File: src/rtl/calc_control_chain_if.sv
// ============================================================================
// Module   : calc_control_chain_if
// Purpose  : Keypad-key / datapath-command bundle for calc_control_chain.
// Revision : 1.0 - initial release
// ============================================================================
`default_nettype none

interface calc_control_chain_if;
    logic       dig_in;
    logic       sub_in;
    logic       op_in;
    logic       ex_in;
    logic       bksp_in;
    logic       clr_in;
    logic       ms_in;
    logic       mr_in;
    logic       mc_in;
    logic       err_in;
    logic [2:0] led;
    logic       load_A;
    logic       load_B;
    logic       bksp_A;
    logic       bksp_B;
    logic       load_op;
    logic       execute;
    logic       load_res_A;
    logic       clear_out;
    logic       mem_store;
    logic       mem_recall_A;
    logic       mem_recall_B;
    logic       mem_clear;
    logic [1:0] display_select;
    logic       mem_valid;

    modport master (
        output dig_in, sub_in, op_in, ex_in, bksp_in, clr_in, ms_in, mr_in, mc_in, err_in,
        input  led, load_A, load_B, bksp_A, bksp_B, load_op, execute, load_res_A, clear_out,
        input  mem_store, mem_recall_A, mem_recall_B, mem_clear, display_select, mem_valid
    );

    modport slave (
        input  dig_in, sub_in, op_in, ex_in, bksp_in, clr_in, ms_in, mr_in, mc_in, err_in,
        output led, load_A, load_B, bksp_A, bksp_B, load_op, execute, load_res_A, clear_out,
        output mem_store, mem_recall_A, mem_recall_B, mem_clear, display_select, mem_valid
    );
endinterface

`default_nettype wire

File: src/rtl/calc_control_chain.sv
// ============================================================================
// Module   : calc_control_chain
// Purpose  : Calculator keypad control FSM with digit limiting, result
//            chaining, error trap; memory keys when CALC_MEMORY_EN is defined.
// Revision : 1.0 - initial release
// ============================================================================
`default_nettype none

module calc_control_chain #(
    parameter int MAX_DIGITS = 4,
    parameter int CNT_W      = $clog2(MAX_DIGITS + 1)
) (
    input  wire logic           clock,
    input  wire logic           reset_n,
    calc_control_chain_if.slave bus
);

    localparam logic [2:0] c_START   = 3'd0;
    localparam logic [2:0] c_OPA     = 3'd1;
    localparam logic [2:0] c_OPA_NEG = 3'd2;
    localparam logic [2:0] c_OPRND   = 3'd3;
    localparam logic [2:0] c_OPB     = 3'd4;
    localparam logic [2:0] c_OPB_NEG = 3'd5;
    localparam logic [2:0] c_RESULT  = 3'd6;
    localparam logic [2:0] c_ERROR   = 3'd7;

    localparam logic [CNT_W-1:0] c_MAX_CNT = CNT_W'(MAX_DIGITS);
    localparam logic [CNT_W-1:0] c_ONE     = CNT_W'(1);

    logic [2:0]       r_state, w_nxt_state;
    logic [CNT_W-1:0] r_cnt_a, r_cnt_b, w_nxt_cnt_a, w_nxt_cnt_b;
    logic             w_clr, w_ex, w_op, w_sub, w_bksp, w_dig, w_hi_bk, w_err_trap;
    logic             r_load_A, r_load_B, r_bksp_A, r_bksp_B, r_load_op, r_execute, r_load_res_A, r_clear_out;
    logic             w_load_A, w_load_B, w_bksp_A, w_bksp_B, w_load_op, w_execute, w_load_res_A, w_clear_out;

    // One key per cycle: each key is masked by every higher-priority key.
    assign w_clr   = bus.clr_in;
    assign w_ex    = bus.ex_in & ~bus.clr_in;
    assign w_op    = bus.op_in & ~(bus.clr_in | bus.ex_in);
    assign w_sub   = bus.sub_in & ~(bus.clr_in | bus.ex_in | bus.op_in);
    assign w_bksp  = bus.bksp_in & ~(bus.clr_in | bus.ex_in | bus.op_in | bus.sub_in);
    assign w_hi_bk = bus.clr_in | bus.ex_in | bus.op_in | bus.sub_in | bus.bksp_in;
    assign w_dig   = bus.dig_in & ~w_hi_bk;

    // err_in is only meaningful while the execute pulse is on the bus.
    assign w_err_trap = r_execute & bus.err_in & ~w_clr;

`ifdef CALC_MEMORY_EN
    logic w_ms, w_mr, w_mc, w_a_side, w_b_side;
    logic r_mem_valid, w_nxt_mem_valid;
    logic r_mem_store, r_mem_recall_A, r_mem_recall_B, r_mem_clear;
    logic w_mem_store, w_mem_recall_A, w_mem_recall_B, w_mem_clear;

    assign w_ms     = bus.ms_in & ~(w_hi_bk | bus.dig_in);
    assign w_mr     = bus.mr_in & ~(w_hi_bk | bus.dig_in | bus.ms_in);
    assign w_mc     = bus.mc_in & ~(w_hi_bk | bus.dig_in | bus.ms_in | bus.mr_in);
    assign w_a_side = (r_state == c_START) || (r_state == c_OPA_NEG) || (r_state == c_OPA);
    assign w_b_side = (r_state == c_OPRND) || (r_state == c_OPB_NEG) || (r_state == c_OPB);
`endif

    always_ff @(posedge clock or negedge reset_n) begin
        if (!reset_n) begin
            r_state      <= c_START;
            r_cnt_a      <= '0;
            r_cnt_b      <= '0;
            r_load_A     <= 1'b0;
            r_load_B     <= 1'b0;
            r_bksp_A     <= 1'b0;
            r_bksp_B     <= 1'b0;
            r_load_op    <= 1'b0;
            r_execute    <= 1'b0;
            r_load_res_A <= 1'b0;
            r_clear_out  <= 1'b0;
        end else begin
            r_state      <= w_nxt_state;
            r_cnt_a      <= w_nxt_cnt_a;
            r_cnt_b      <= w_nxt_cnt_b;
            r_load_A     <= w_load_A;
            r_load_B     <= w_load_B;
            r_bksp_A     <= w_bksp_A;
            r_bksp_B     <= w_bksp_B;
            r_load_op    <= w_load_op;
            r_execute    <= w_execute;
            r_load_res_A <= w_load_res_A;
            r_clear_out  <= w_clear_out;
        end
    end

    always_comb begin
        w_nxt_state = r_state;
        w_nxt_cnt_a = r_cnt_a;
        w_nxt_cnt_b = r_cnt_b;
        case (r_state)
            c_START: begin
                if (w_dig)      begin w_nxt_state = c_OPA; w_nxt_cnt_a = c_ONE; end
                else if (w_sub) w_nxt_state = c_OPA_NEG;
            end
            c_OPA_NEG: begin
                if (w_dig)                begin w_nxt_state = c_OPA; w_nxt_cnt_a = c_ONE; end
                else if (w_sub || w_bksp) w_nxt_state = c_START;
            end
            c_OPA: begin
                if (w_dig && (r_cnt_a < c_MAX_CNT)) w_nxt_cnt_a = r_cnt_a + c_ONE;
                else if (w_bksp) begin
                    w_nxt_cnt_a = (r_cnt_a != '0) ? r_cnt_a - c_ONE : '0;
                    if (r_cnt_a <= c_ONE) w_nxt_state = c_START;
                end else if (w_op || w_sub) begin
                    w_nxt_state = c_OPRND;
                    w_nxt_cnt_b = '0;
                end
            end
            c_OPRND: begin
                if (w_dig)      begin w_nxt_state = c_OPB; w_nxt_cnt_b = c_ONE; end
                else if (w_sub) w_nxt_state = c_OPB_NEG;
            end
            c_OPB_NEG: begin
                if (w_dig)                begin w_nxt_state = c_OPB; w_nxt_cnt_b = c_ONE; end
                else if (w_sub || w_bksp) w_nxt_state = c_OPRND;
            end
            c_OPB: begin
                if (w_dig && (r_cnt_b < c_MAX_CNT)) w_nxt_cnt_b = r_cnt_b + c_ONE;
                else if (w_bksp) begin
                    w_nxt_cnt_b = (r_cnt_b != '0) ? r_cnt_b - c_ONE : '0;
                    if (r_cnt_b <= c_ONE) w_nxt_state = c_OPRND;
                end else if (w_ex) w_nxt_state = c_RESULT;
            end
            c_RESULT: begin
                if (w_dig) begin
                    w_nxt_state = c_OPA;
                    w_nxt_cnt_a = c_ONE;
                    w_nxt_cnt_b = '0;
                end else if (w_op || w_sub) begin
                    w_nxt_state = c_OPRND;
                    w_nxt_cnt_a = c_MAX_CNT;
                    w_nxt_cnt_b = '0;
                end
            end
            default: ;
        endcase
`ifdef CALC_MEMORY_EN
        if (w_mr && r_mem_valid && w_a_side) begin
            w_nxt_state = c_OPA;
            w_nxt_cnt_a = c_MAX_CNT;
        end else if (w_mr && r_mem_valid && w_b_side) begin
            w_nxt_state = c_OPB;
            w_nxt_cnt_b = c_MAX_CNT;
        end
`endif
        if (w_err_trap) begin
            w_nxt_state = c_ERROR;
            w_nxt_cnt_a = r_cnt_a;
            w_nxt_cnt_b = r_cnt_b;
        end
        if (w_clr) begin
            w_nxt_state = c_START;
            w_nxt_cnt_a = '0;
            w_nxt_cnt_b = '0;
        end
    end

    always_comb begin
        w_load_A     = 1'b0;
        w_load_B     = 1'b0;
        w_bksp_A     = 1'b0;
        w_bksp_B     = 1'b0;
        w_load_op    = 1'b0;
        w_execute    = 1'b0;
        w_load_res_A = 1'b0;
        w_clear_out  = 1'b0;
        case (r_state)
            c_START:   w_load_A = w_dig | w_sub;
            c_OPA_NEG: begin
                w_load_A = w_dig;
                w_bksp_A = w_sub | w_bksp;
            end
            c_OPA: begin
                w_load_A  = w_dig & (r_cnt_a < c_MAX_CNT);
                w_bksp_A  = w_bksp;
                w_load_op = w_op | w_sub;
            end
            c_OPRND:   w_load_B = w_dig | w_sub;
            c_OPB_NEG: begin
                w_load_B = w_dig;
                w_bksp_B = w_sub | w_bksp;
            end
            c_OPB: begin
                w_load_B  = w_dig & (r_cnt_b < c_MAX_CNT);
                w_bksp_B  = w_bksp;
                w_execute = w_ex;
            end
            c_RESULT: begin
                w_clear_out  = w_dig;
                w_load_A     = w_dig;
                w_load_res_A = w_op | w_sub;
                w_load_op    = w_op | w_sub;
            end
            default: ;
        endcase
        if (w_err_trap) begin
            w_load_A     = 1'b0;
            w_clear_out  = 1'b0;
            w_load_res_A = 1'b0;
            w_load_op    = 1'b0;
        end
        if (w_clr) w_clear_out = 1'b1;
    end

    always_comb begin
        case (r_state)
            c_START, c_OPA, c_OPA_NEG:   bus.display_select = 2'b00;
            c_OPRND, c_OPB, c_OPB_NEG:   bus.display_select = 2'b01;
            c_RESULT:                    bus.display_select = 2'b10;
            default:                     bus.display_select = 2'b11;
        endcase
    end

    assign bus.led        = r_state;
    assign bus.load_A     = r_load_A;
    assign bus.load_B     = r_load_B;
    assign bus.bksp_A     = r_bksp_A;
    assign bus.bksp_B     = r_bksp_B;
    assign bus.load_op    = r_load_op;
    assign bus.execute    = r_execute;
    assign bus.load_res_A = r_load_res_A;
    assign bus.clear_out  = r_clear_out;

`ifdef CALC_MEMORY_EN
    // Memory keys never act in ERROR; mem_valid deliberately survives clr.
    always_comb begin
        w_nxt_mem_valid = r_mem_valid;
        w_mem_store     = 1'b0;
        w_mem_recall_A  = 1'b0;
        w_mem_recall_B  = 1'b0;
        w_mem_clear     = 1'b0;
        if (!w_err_trap) begin
            if (w_ms && ((r_state == c_OPA) || (r_state == c_OPB) || (r_state == c_RESULT))) begin
                w_mem_store     = 1'b1;
                w_nxt_mem_valid = 1'b1;
            end
            w_mem_recall_A = w_mr & r_mem_valid & w_a_side;
            w_mem_recall_B = w_mr & r_mem_valid & w_b_side;
            if (w_mc && (r_state != c_ERROR)) begin
                w_mem_clear     = 1'b1;
                w_nxt_mem_valid = 1'b0;
            end
        end
    end

    always_ff @(posedge clock or negedge reset_n) begin
        if (!reset_n) begin
            r_mem_valid    <= 1'b0;
            r_mem_store    <= 1'b0;
            r_mem_recall_A <= 1'b0;
            r_mem_recall_B <= 1'b0;
            r_mem_clear    <= 1'b0;
        end else begin
            r_mem_valid    <= w_nxt_mem_valid;
            r_mem_store    <= w_mem_store;
            r_mem_recall_A <= w_mem_recall_A;
            r_mem_recall_B <= w_mem_recall_B;
            r_mem_clear    <= w_mem_clear;
        end
    end

    assign bus.mem_valid    = r_mem_valid;
    assign bus.mem_store    = r_mem_store;
    assign bus.mem_recall_A = r_mem_recall_A;
    assign bus.mem_recall_B = r_mem_recall_B;
    assign bus.mem_clear    = r_mem_clear;
`else
    logic w_unused_mem;
    assign w_unused_mem     = bus.ms_in | bus.mr_in | bus.mc_in;
    assign bus.mem_valid    = 1'b0;
    assign bus.mem_store    = 1'b0;
    assign bus.mem_recall_A = 1'b0;
    assign bus.mem_recall_B = 1'b0;
    assign bus.mem_clear    = 1'b0;
`endif

endmodule

`default_nettype wire

File: src/flat_wrapper.sv
// flat-port wrapper written by rule: the top's interface ports become plain ports
module calc_control_chain_flat 
#(
    parameter int MAX_DIGITS = 4,
    parameter int CNT_W      = $clog2(MAX_DIGITS + 1)
)
  (clock, reset_n, bus_dig_in, bus_sub_in, bus_op_in, bus_ex_in, bus_bksp_in, bus_clr_in, bus_ms_in, bus_mr_in, bus_mc_in, bus_err_in, bus_led, bus_load_A, bus_load_B, bus_bksp_A, bus_bksp_B, bus_load_op, bus_execute, bus_load_res_A, bus_clear_out, bus_mem_store, bus_mem_recall_A, bus_mem_recall_B, bus_mem_clear, bus_display_select, bus_mem_valid);
  calc_control_chain_if bus_i ();
  input  wire logic clock;
  input  wire logic reset_n;
  input wire logic [$bits(bus_i.dig_in)-1:0] bus_dig_in;
  input wire logic [$bits(bus_i.sub_in)-1:0] bus_sub_in;
  input wire logic [$bits(bus_i.op_in)-1:0] bus_op_in;
  input wire logic [$bits(bus_i.ex_in)-1:0] bus_ex_in;
  input wire logic [$bits(bus_i.bksp_in)-1:0] bus_bksp_in;
  input wire logic [$bits(bus_i.clr_in)-1:0] bus_clr_in;
  input wire logic [$bits(bus_i.ms_in)-1:0] bus_ms_in;
  input wire logic [$bits(bus_i.mr_in)-1:0] bus_mr_in;
  input wire logic [$bits(bus_i.mc_in)-1:0] bus_mc_in;
  input wire logic [$bits(bus_i.err_in)-1:0] bus_err_in;
  output wire logic [$bits(bus_i.led)-1:0] bus_led;
  output wire logic [$bits(bus_i.load_A)-1:0] bus_load_A;
  output wire logic [$bits(bus_i.load_B)-1:0] bus_load_B;
  output wire logic [$bits(bus_i.bksp_A)-1:0] bus_bksp_A;
  output wire logic [$bits(bus_i.bksp_B)-1:0] bus_bksp_B;
  output wire logic [$bits(bus_i.load_op)-1:0] bus_load_op;
  output wire logic [$bits(bus_i.execute)-1:0] bus_execute;
  output wire logic [$bits(bus_i.load_res_A)-1:0] bus_load_res_A;
  output wire logic [$bits(bus_i.clear_out)-1:0] bus_clear_out;
  output wire logic [$bits(bus_i.mem_store)-1:0] bus_mem_store;
  output wire logic [$bits(bus_i.mem_recall_A)-1:0] bus_mem_recall_A;
  output wire logic [$bits(bus_i.mem_recall_B)-1:0] bus_mem_recall_B;
  output wire logic [$bits(bus_i.mem_clear)-1:0] bus_mem_clear;
  output wire logic [$bits(bus_i.display_select)-1:0] bus_display_select;
  output wire logic [$bits(bus_i.mem_valid)-1:0] bus_mem_valid;
  assign bus_i.dig_in = bus_dig_in;
  assign bus_i.sub_in = bus_sub_in;
  assign bus_i.op_in = bus_op_in;
  assign bus_i.ex_in = bus_ex_in;
  assign bus_i.bksp_in = bus_bksp_in;
  assign bus_i.clr_in = bus_clr_in;
  assign bus_i.ms_in = bus_ms_in;
  assign bus_i.mr_in = bus_mr_in;
  assign bus_i.mc_in = bus_mc_in;
  assign bus_i.err_in = bus_err_in;
  assign bus_led = bus_i.led;
  assign bus_load_A = bus_i.load_A;
  assign bus_load_B = bus_i.load_B;
  assign bus_bksp_A = bus_i.bksp_A;
  assign bus_bksp_B = bus_i.bksp_B;
  assign bus_load_op = bus_i.load_op;
  assign bus_execute = bus_i.execute;
  assign bus_load_res_A = bus_i.load_res_A;
  assign bus_clear_out = bus_i.clear_out;
  assign bus_mem_store = bus_i.mem_store;
  assign bus_mem_recall_A = bus_i.mem_recall_A;
  assign bus_mem_recall_B = bus_i.mem_recall_B;
  assign bus_mem_clear = bus_i.mem_clear;
  assign bus_display_select = bus_i.display_select;
  assign bus_mem_valid = bus_i.mem_valid;
  calc_control_chain #(.MAX_DIGITS(MAX_DIGITS), .CNT_W(CNT_W)) u_core (.clock(clock), .reset_n(reset_n), .bus(bus_i));
endmodule
File: config.mk
export PLATFORM = sky130hd
export DESIGN_NAME = calc_control_chain_flat
export DESIGN_NICKNAME = d
export VERILOG_FILES = /design/src/rtl/calc_control_chain_if.sv /design/src/rtl/calc_control_chain.sv /design/src/flat_wrapper.sv
export SDC_FILE = /design/constraint.sdc
export NUM_CORES = 1
export LEC_CHECK = 0
export CAP_MARGIN = 20
export CELL_PAD_IN_SITES_DETAIL_PLACEMENT = 1
export CELL_PAD_IN_SITES_GLOBAL_PLACEMENT = 2
export CORE_MARGIN = 2
export CORE_UTILIZATION = 31
export CTS_BUF_LIST = sky130_fd_sc_hd__clkbuf_8
export DETAILED_ROUTE_END_ITERATION = 7
export GPL_TIMING_DRIVEN = 0
export PLACE_DENSITY = 0.8
export RECOVER_POWER = 25
export SLEW_MARGIN = 40
export SYNTH_ARGS = -nofsm -noshare
export SYNTH_HDL_FRONTEND = slang
export SYNTH_SLANG_ARGS = --single-unit
File: constraint.sdc
create_clock -name clock -period 2.75 [get_ports clock]
set_clock_uncertainty 0.2 [all_clocks]
set_input_delay 0.4125 -clock clock [delete_from_list [all_inputs] [get_ports clock]]
set_output_delay 0.4125 -clock clock [all_outputs]
set_load 0.005 [all_outputs]
==> results.yml, run 1 <==
global_routing:
  grt_max_degree: 18
  grt_pass1_vias: 1637
  grt_pass1_wl_um: 8640
  grt_usage: 0.203
  gr-total-overflow: 0
  antenna_found_initial: 0
floorplanning:
  start_util: 0.326
  io_pins: 30
  row_count: 25
  die_w_um: 74.9
  dieArea_um2: 5610
  die_y_um: 74.9
  core_area_um2: 4790
setup_path:
  r2r_end: "u_core.r_cnt_a[1]$_DFFE_PN0P_"
  crit_chain: "clkdlybuf4s50_1 -> or4b_1 -> buf_4 -> o221ai_1 -> a221o_1 -> and4bb_2 -> mux2_2"
  critical_path_arrival_ns: 2.61
  endpoint: "u_core.bus.led[0]$_DFFE_PN0P_"
  required_ns: 2.69
  max_stage_delay_ns: 0.54
  cp-start-kind: "input port"
  startpoint: "bus_dig_in"
  reg2reg_slack_ns: 0.35
  cp_max_fo: 9
  r2r_cells: 6
  critical_path_class: "in -> reg"
  cp_slowest_cell: "clkdlybuf4s50_1"
  reg2reg_from: "u_core.bus.led[0]$_DFFE_PN0P_"
  crit_path_end_kind: "register"
timing:
  period_needed_ns: 2.66
  finalHoldViolCount: 0
  setup_viol: 0
  layout_setup_ws_ns: 0.0891
  period_share: 0.968
  relSlewSlack: 0.354
  worstMarginPinSlew_ns: 0.970
  fmax_mhz: 376
  finalMaxSlewViolations: 0
final_layout:
  drive_gt1_frac: 0.172
  nFillCells: 609
  fin_nets: 243
  areaGrowthSynthToFinish_pct: 27.3
  antenna_cells: 0
  multi_input_area_um2: 1070
  seq_area_um2: 425
  final_core_utilization: 0.415
synth:
  synthTopCellsByCount: "dfrtp_1, nor2_1, a21oi_1"
  post_synth_xor_area_fraction: 0
  synth-compound-area-share: 0.291
  synth_edf_count: 0
  syn_inst: 189
  ys_seq_elements: 17
  synth_async_sr_flop_share: 1.00
  synth_area_per_cell_um2: 8.25
  synth_adder_area_share: 0.0722
  seq_area_frac_synth: 0.273
  synth_mux_area_frac: 0.0490
  syn_area_um2: 1560
  synth_simple_gate_area_frac: 0.231
  ys_warn_count: 0
  synth_top_family_by_area: "compound AO/OA/AOI/OAI gates"
  synthFlopType: "dfrtp_1"
  synth_top_cell_by_area: "dfrtp_1"
  yosysTopAreaCellShare: 0.273
  synthTopCellsByArea: "dfrtp_1, ha_1, a21oi_1"
  yosysMostFrequentCell: "dfrtp_1"
  synth.distinct_cells: 54
status:
  status: "finished clean"
routing:
  drc: 0
  wire_per_inst_um: 18.4
  wl_um: 5290
  ant_nets: 0
  firstDrtPassIters: 5
  drt_iter0_drc: 98
  dr_total_vias: 1632
  via_per_inst: 5.67
placement:
  numPortBuffers: 20
  hpwlAfterDp_um: 4000
  dp_slack_ns: -0.462
  place_congestion: 0.898
pwr:
  vdd_drop_max_mv: 0.209
  powerDensity_nw_per_um2: 388
  p_leak_nw: 0.792
cts:
  clock_sinks: 17
  numCtsBuffers: 3
  cts_root_buf: "clkbuf_8"
  htree_levels: 1
  path_clk_slew_ns: 0.07
  clkLatencyLatePin_ns: 0.26
  cts_tree: "built"
  clock_path_buffers: 2
worst_hold_path:
  hold_class: "in -> reg"
  min_from: "bus_bksp_in"
flow_run:
  cap_violations: 0
[timing repair]
action                     in CTS  in global routing
setup endpoints to repair       9                  5
hold buffers                    0                  1
gates resized for setup         7                  9
pin swaps                       1                  1
hold endpoints to repair        0                 17
setup buffers                   3                  0
[worst max-delay path: cells and delay by family]
family	cells	cell delay (ns)
AO/OA/AOI/OAI	2	0.36
buffers and inverters	2	0.75
multiplexers	1	0.34
AND/OR/NAND/NOR	2	0.74
[worst min path at each step]
stage | cells past startpoint | slack [ns] | end
2_1_floorplan | 0 | -0.08 | u_core.bus.bksp_A$_DFF_PN0_
6_report | 3 | 0.34 | u_core.bus.bksp_B$_DFF_PN0_
3_5_place_dp | 2 | 0.45 | u_core.r_cnt_a[0]$_DFFE_PN0P_
3_3_place_gp | 2 | 0.42 | u_core.r_cnt_a[0]$_DFFE_PN0P_
4_1_cts | 3 | 0.33 | u_core.bus.bksp_B$_DFF_PN0_
5_1_grt | 3 | 0.35 | u_core.bus.bksp_B$_DFF_PN0_
[layout make-up]
| class | instances | area share |
|---|---|---|
| multi-input cells | 149 | 0.541 |
| flip-flops and latches | 17 | 0.214 |
| plain buffers | 16 | 0.0454 |
| inverters | 11 | 0.0208 |
| well taps | 67 | 0.0422 |
| clock buffers | 3 | 0.0208 |
| clock inverters | 1 | 0.00252 |
| repair buffers | 24 | 0.113 |
[power breakdown]
part	total, mW	switching [mW]	internal [mW]
logic	0.300	0.179	0.121
clock network	0.191	0.0900	0.101
registers	0.279	0.0152	0.264
total	0.769	0.284	0.485
[kinds of logic (layout without fill, tap and decap cells)]
family | count (synthesis) | after routing
AOI/OAI and AO/OA | 65 | 65
other | 1 | 5
muxes | 7 | 7
DFF | 17 | 17
and+or+nand+nor | 63 | 63
buffers and inverters | 27 | 55
adders and majority gates | 9 | 9
[placed cells by master, fill, tap and decap left out, types with 2 or more instances in the layout]
cell type        netlist  routed
a211oi_1               3       3
a21o_2                 2       2
a21oi_1               12      12
a22oi_1                3       3
a31oi_1                9       9
buf_4                  6      10
clkbuf_1               8       7
clkbuf_2               0       2
clkbuf_8               0       3
clkdlybuf4s50_1        0      17
conb_1                 1       5
dfrtp_1               17      17
dlygate4sd2_1          0       2
ha_1                   9       9
inv_1                 11      11
mux2_2                 5       5
mux2i_1                2       2
nand2_1               11      11
nand2b_1               4       4
nand3_1                8       8
nor2_1                15      14
nor2_4                 0       2
nor2b_1                2       2
nor3_1                 6       5
nor3b_1                2       2
o21ai_0               10       9
o21bai_1               2       2
o221ai_1               3       3
o22ai_1                3       2
o31ai_1                2       2
o32ai_1                2       2
or2_2                  3       3
[per-stage QoR]
| step | TNS (ns) | cell area (µm²) | hold WS, ns | cells | total power, mW |
|---|---|---|---|---|---|
| global route | -0.00614 | 1980 | 0.353 | 288 | 0.814 |
| floorplan | 0 | 1570 | -0.0831 | 193 | 0.455 |
| CTS | 0 | 1950 | 0.327 | 287 | 0.762 |
| global placement | -2.76 | 1860 | 0.423 | 280 | 0.557 |
| detailed placement | -3.33 | 1860 | 0.451 | 280 | 0.563 |
| finish | 0 | 1980 | 0.338 | 288 | 0.769 |
[state kept, by name, indices dropped and copies added, names as in the netlist]
| signal | cells |
|---|---|
| u_core.bus.load_op | 1 |
| u_core.r_cnt_b | 3 |
| u_core.bus.load_res_A | 1 |
| u_core.bus.load_A | 1 |
| u_core.r_cnt_a | 3 |
| u_core.bus.led | 3 |
| u_core.bus.load_B | 1 |
| u_core.bus.bksp_A | 1 |
| u_core.bus.execute | 1 |
| u_core.bus.bksp_B | 1 |
| u_core.bus.clear_out | 1 |
[layer usage]
layer / track usage / wire length (µm) / up-vias
met1: 0.279 / 2330 / 816
met4: 0.0258 / 42 / 0
met5: 0 / 0 / -
met3: 0.0321 / 267 / 5
met2: 0.344 / 2660 / 49
li1: - / - / 762
(Power assumes the default switching activity.)
==> run 2, diff against run 1 <==
- CORE_UTILIZATION: 31 -> 30
- CTS_BUF_LIST: sky130_fd_sc_hd__clkbuf_8 -> sky130_fd_sc_hd__clkbuf_16
- PLACE_DENSITY: 0.8 -> 0.78
==> run 2 against run 1 <==
Net effect: via count down 1.7%; worst hold slack improved by 0.0048 ns; combinational power down 2%; sequential power about the same; core utilization down 1.4 points; register-to-register slack better by 0.02 ns; clock power is 53% higher; die area increased by 3.1%; global-route usage shrank 1.8 points; clock-buffer cell count unchanged; critical path type unchanged; critical endpoint unchanged; largest cell class unchanged.
==> results.yml, run 2 (synthesized netlist as in run 1, its figures left out) <==
status:
  status: "finished clean"
routing:
  ant_nets: 0
  wl_um: 5110
  via_per_inst: 5.47
  firstDrtPassIters: 4
  wire_per_inst_um: 17.4
  drt_iter0_drc: 92
  drc: 0
  dr_total_vias: 1604
global_routing:
  grt_max_degree: 18
  grt_pass1_vias: 1649
  grt_pass1_wl_um: 8610
  grt_usage: 0.185
  antenna_found_initial: 0
  gr-total-overflow: 0
timing:
  fmax_mhz: 371
  worstMarginPinSlew_ns: 0.919
  finalHoldViolCount: 0
  rsz0062_at_grt: "no"
  period_share: 0.981
  relSlewSlack: 0.387
  period_needed_ns: 2.70
  setup_tns_ns: 0
  finalMaxSlewViolations: 0
  setup_viol: 0
cts:
  clock_path_buffers: 2
  numCtsBuffers: 3
  path_clk_slew_ns: 0.05
  cts_root_buf: "clkbuf_16"
  clock_sinks: 17
  cts_tree: "built"
  clkLatencyLatePin_ns: 0.25
  htree_levels: 1
pwr:
  p_leak_nw: 0.828
  p_switching_uw: 288
  vdd_drop_max_mv: 0.225
  p_int_uw: 578
  swShare: 0.332
  p_clk_frac: 0.337
  pwr-share-comb: 0.341
  p_seq_frac: 0.322
  powerDensity_nw_per_um2: 426
final_layout:
  layout_common_cells: "dfrtp_1, clkdlybuf4s50_1, nor2_1"
  final_core_utilization: 0.401
  seq_area_um2: 425
  multi_input_area_um2: 1070
  fin_nets: 245
  mostFrequentLayoutCell: "dfrtp_1"
  antenna_cells: 0
  fin_cells: 293
  nFillCells: 620
  drive_gt1_frac: 0.184
  areaGrowthSynthToFinish_pct: 30.4
setup_path:
  critical_path_arrival_ns: 2.63
  cp_top_family: "buffers and inverters"
  cp_common_cell: "buf_4"
  required_ns: 2.68
  critPathBufInv: 3
  crit_chain: "clkdlybuf4s50_1 -> nor4_4 -> buf_4 -> buf_4 -> a31o_2 -> a221o_1 -> and4bb_2 -> mux2_2"
  cp_max_fo: 7
  crit_path_end_kind: "register"
  cp_slowest_cell: "clkdlybuf4s50_1"
  max_stage_delay_ns: 0.69
  critical_path_class: "in -> reg"
  cp-start-kind: "input port"
floorplanning:
  dieArea_um2: 5790
  row_count: 26
  die_y_um: 76.1
  start_util: 0.307
  io_pins: 30
  die_w_um: 76.1
  core_area_um2: 5070
worst_hold_path:
  hold_class: "in -> reg"
placement:
  dp.cells: 283
  numPortBuffers: 20
  hpwlAfterDp_um: 3860
  place_congestion: 0.907
flow_run:
  cap_violations: 0
==> run 2: layer usage <==
layer / wire [µm] / vias to the layer above / global-route usage
li1: - / 768 / -
met1: 2470 / 795 / 0.255
met2: 2420 / 35 / 0.304
met3: 182 / 6 / 0.0355
met4: 45 / 0 / 0.0345
met5: 0 / - / 0
==> run 2: metrics by stage <==
step	total power, mW	hold WS, ns	instance area, µm²	setup WS (ns)
floorplan	0.455	-0.0831	1570	0.393
global route	0.922	0.374	2030	0.0166
global placement	0.563	0.431	1860	-0.502
CTS	0.867	0.336	1980	-0.00636
detailed placement	0.563	0.446	1860	-0.469
finish	0.866	0.343	2030	0.0518
==> run 2: worst min-delay path, delay by kind of cell <==
| family | cells | cell delay (ns) |
|---|---|---|
| simple gates | 1 | 0.10 |
| compound gates | 1 | 0.07 |
| buf+inv | 1 | 0.16 |
==> run 2: timing repair <==
action	CTS	global route
pin swaps	1	2
setup endpoints to repair	9	9
hold buffers	0	1
gates resized for setup	7	10
endpoints found under the hold margin	0	17
setup buffers	3	2
==> run 2: path summary, 6_finish.rpt <==
| kind | slack, ns | depth (start not counted) | start | to |
|---|---|---|---|---|
| max | 0.05 | 8 | bus_ex_in | u_core.bus.led[0]$_DFFE_PN0P_ |
| max reg2reg | 0.37 | 6 | u_core.bus.led[2]$_DFFE_PN0P_ | u_core.r_cnt_a[1]$_DFFE_PN0P_ |
| min reg2reg | 0.45 | 2 | u_core.r_cnt_a[0]$_DFFE_PN0P_ | u_core.r_cnt_a[0]$_DFFE_PN0P_ |
| min in group asynchronous | 0.62 | 2 | reset_n | u_core.r_cnt_b[1]$_DFFE_PN0P_ |
| max in group asynchronous | 1.17 | 2 | reset_n | u_core.bus.execute$_DFF_PN0_ |
| min | 0.34 | 3 | bus_bksp_in | u_core.bus.bksp_B$_DFF_PN0_ |
==> run 2: area by class of cell <==
class,count,area share
inverter,11,0.0203
clock buffer,3,0.0369
multi-input combinational,149,0.525
timing repair buffer,26,0.119
buffer,16,0.0443
tap,70,0.0431
clock inverter,1,0.00246
sequential,17,0.209
==> run 2: power groups by stage <==
stage | logic (mW) | clock network (mW) | registers (mW)
after floorplan | 0.174 | 0 | 0.281
after global routing | 0.326 | 0.314 | 0.282
after global placement | 0.281 | 0 | 0.283
after detailed placement | 0.280 | 0 | 0.283
final | 0.295 | 0.292 | 0.279
after CTS | 0.285 | 0.303 | 0.279
==> run 3, diff against run 2 <==
- CTS_CLUSTER_DIAMETER: not set -> 30
==> results of run 3 <==
No change in the layout: final DEF, timing and power equal those of run 2.
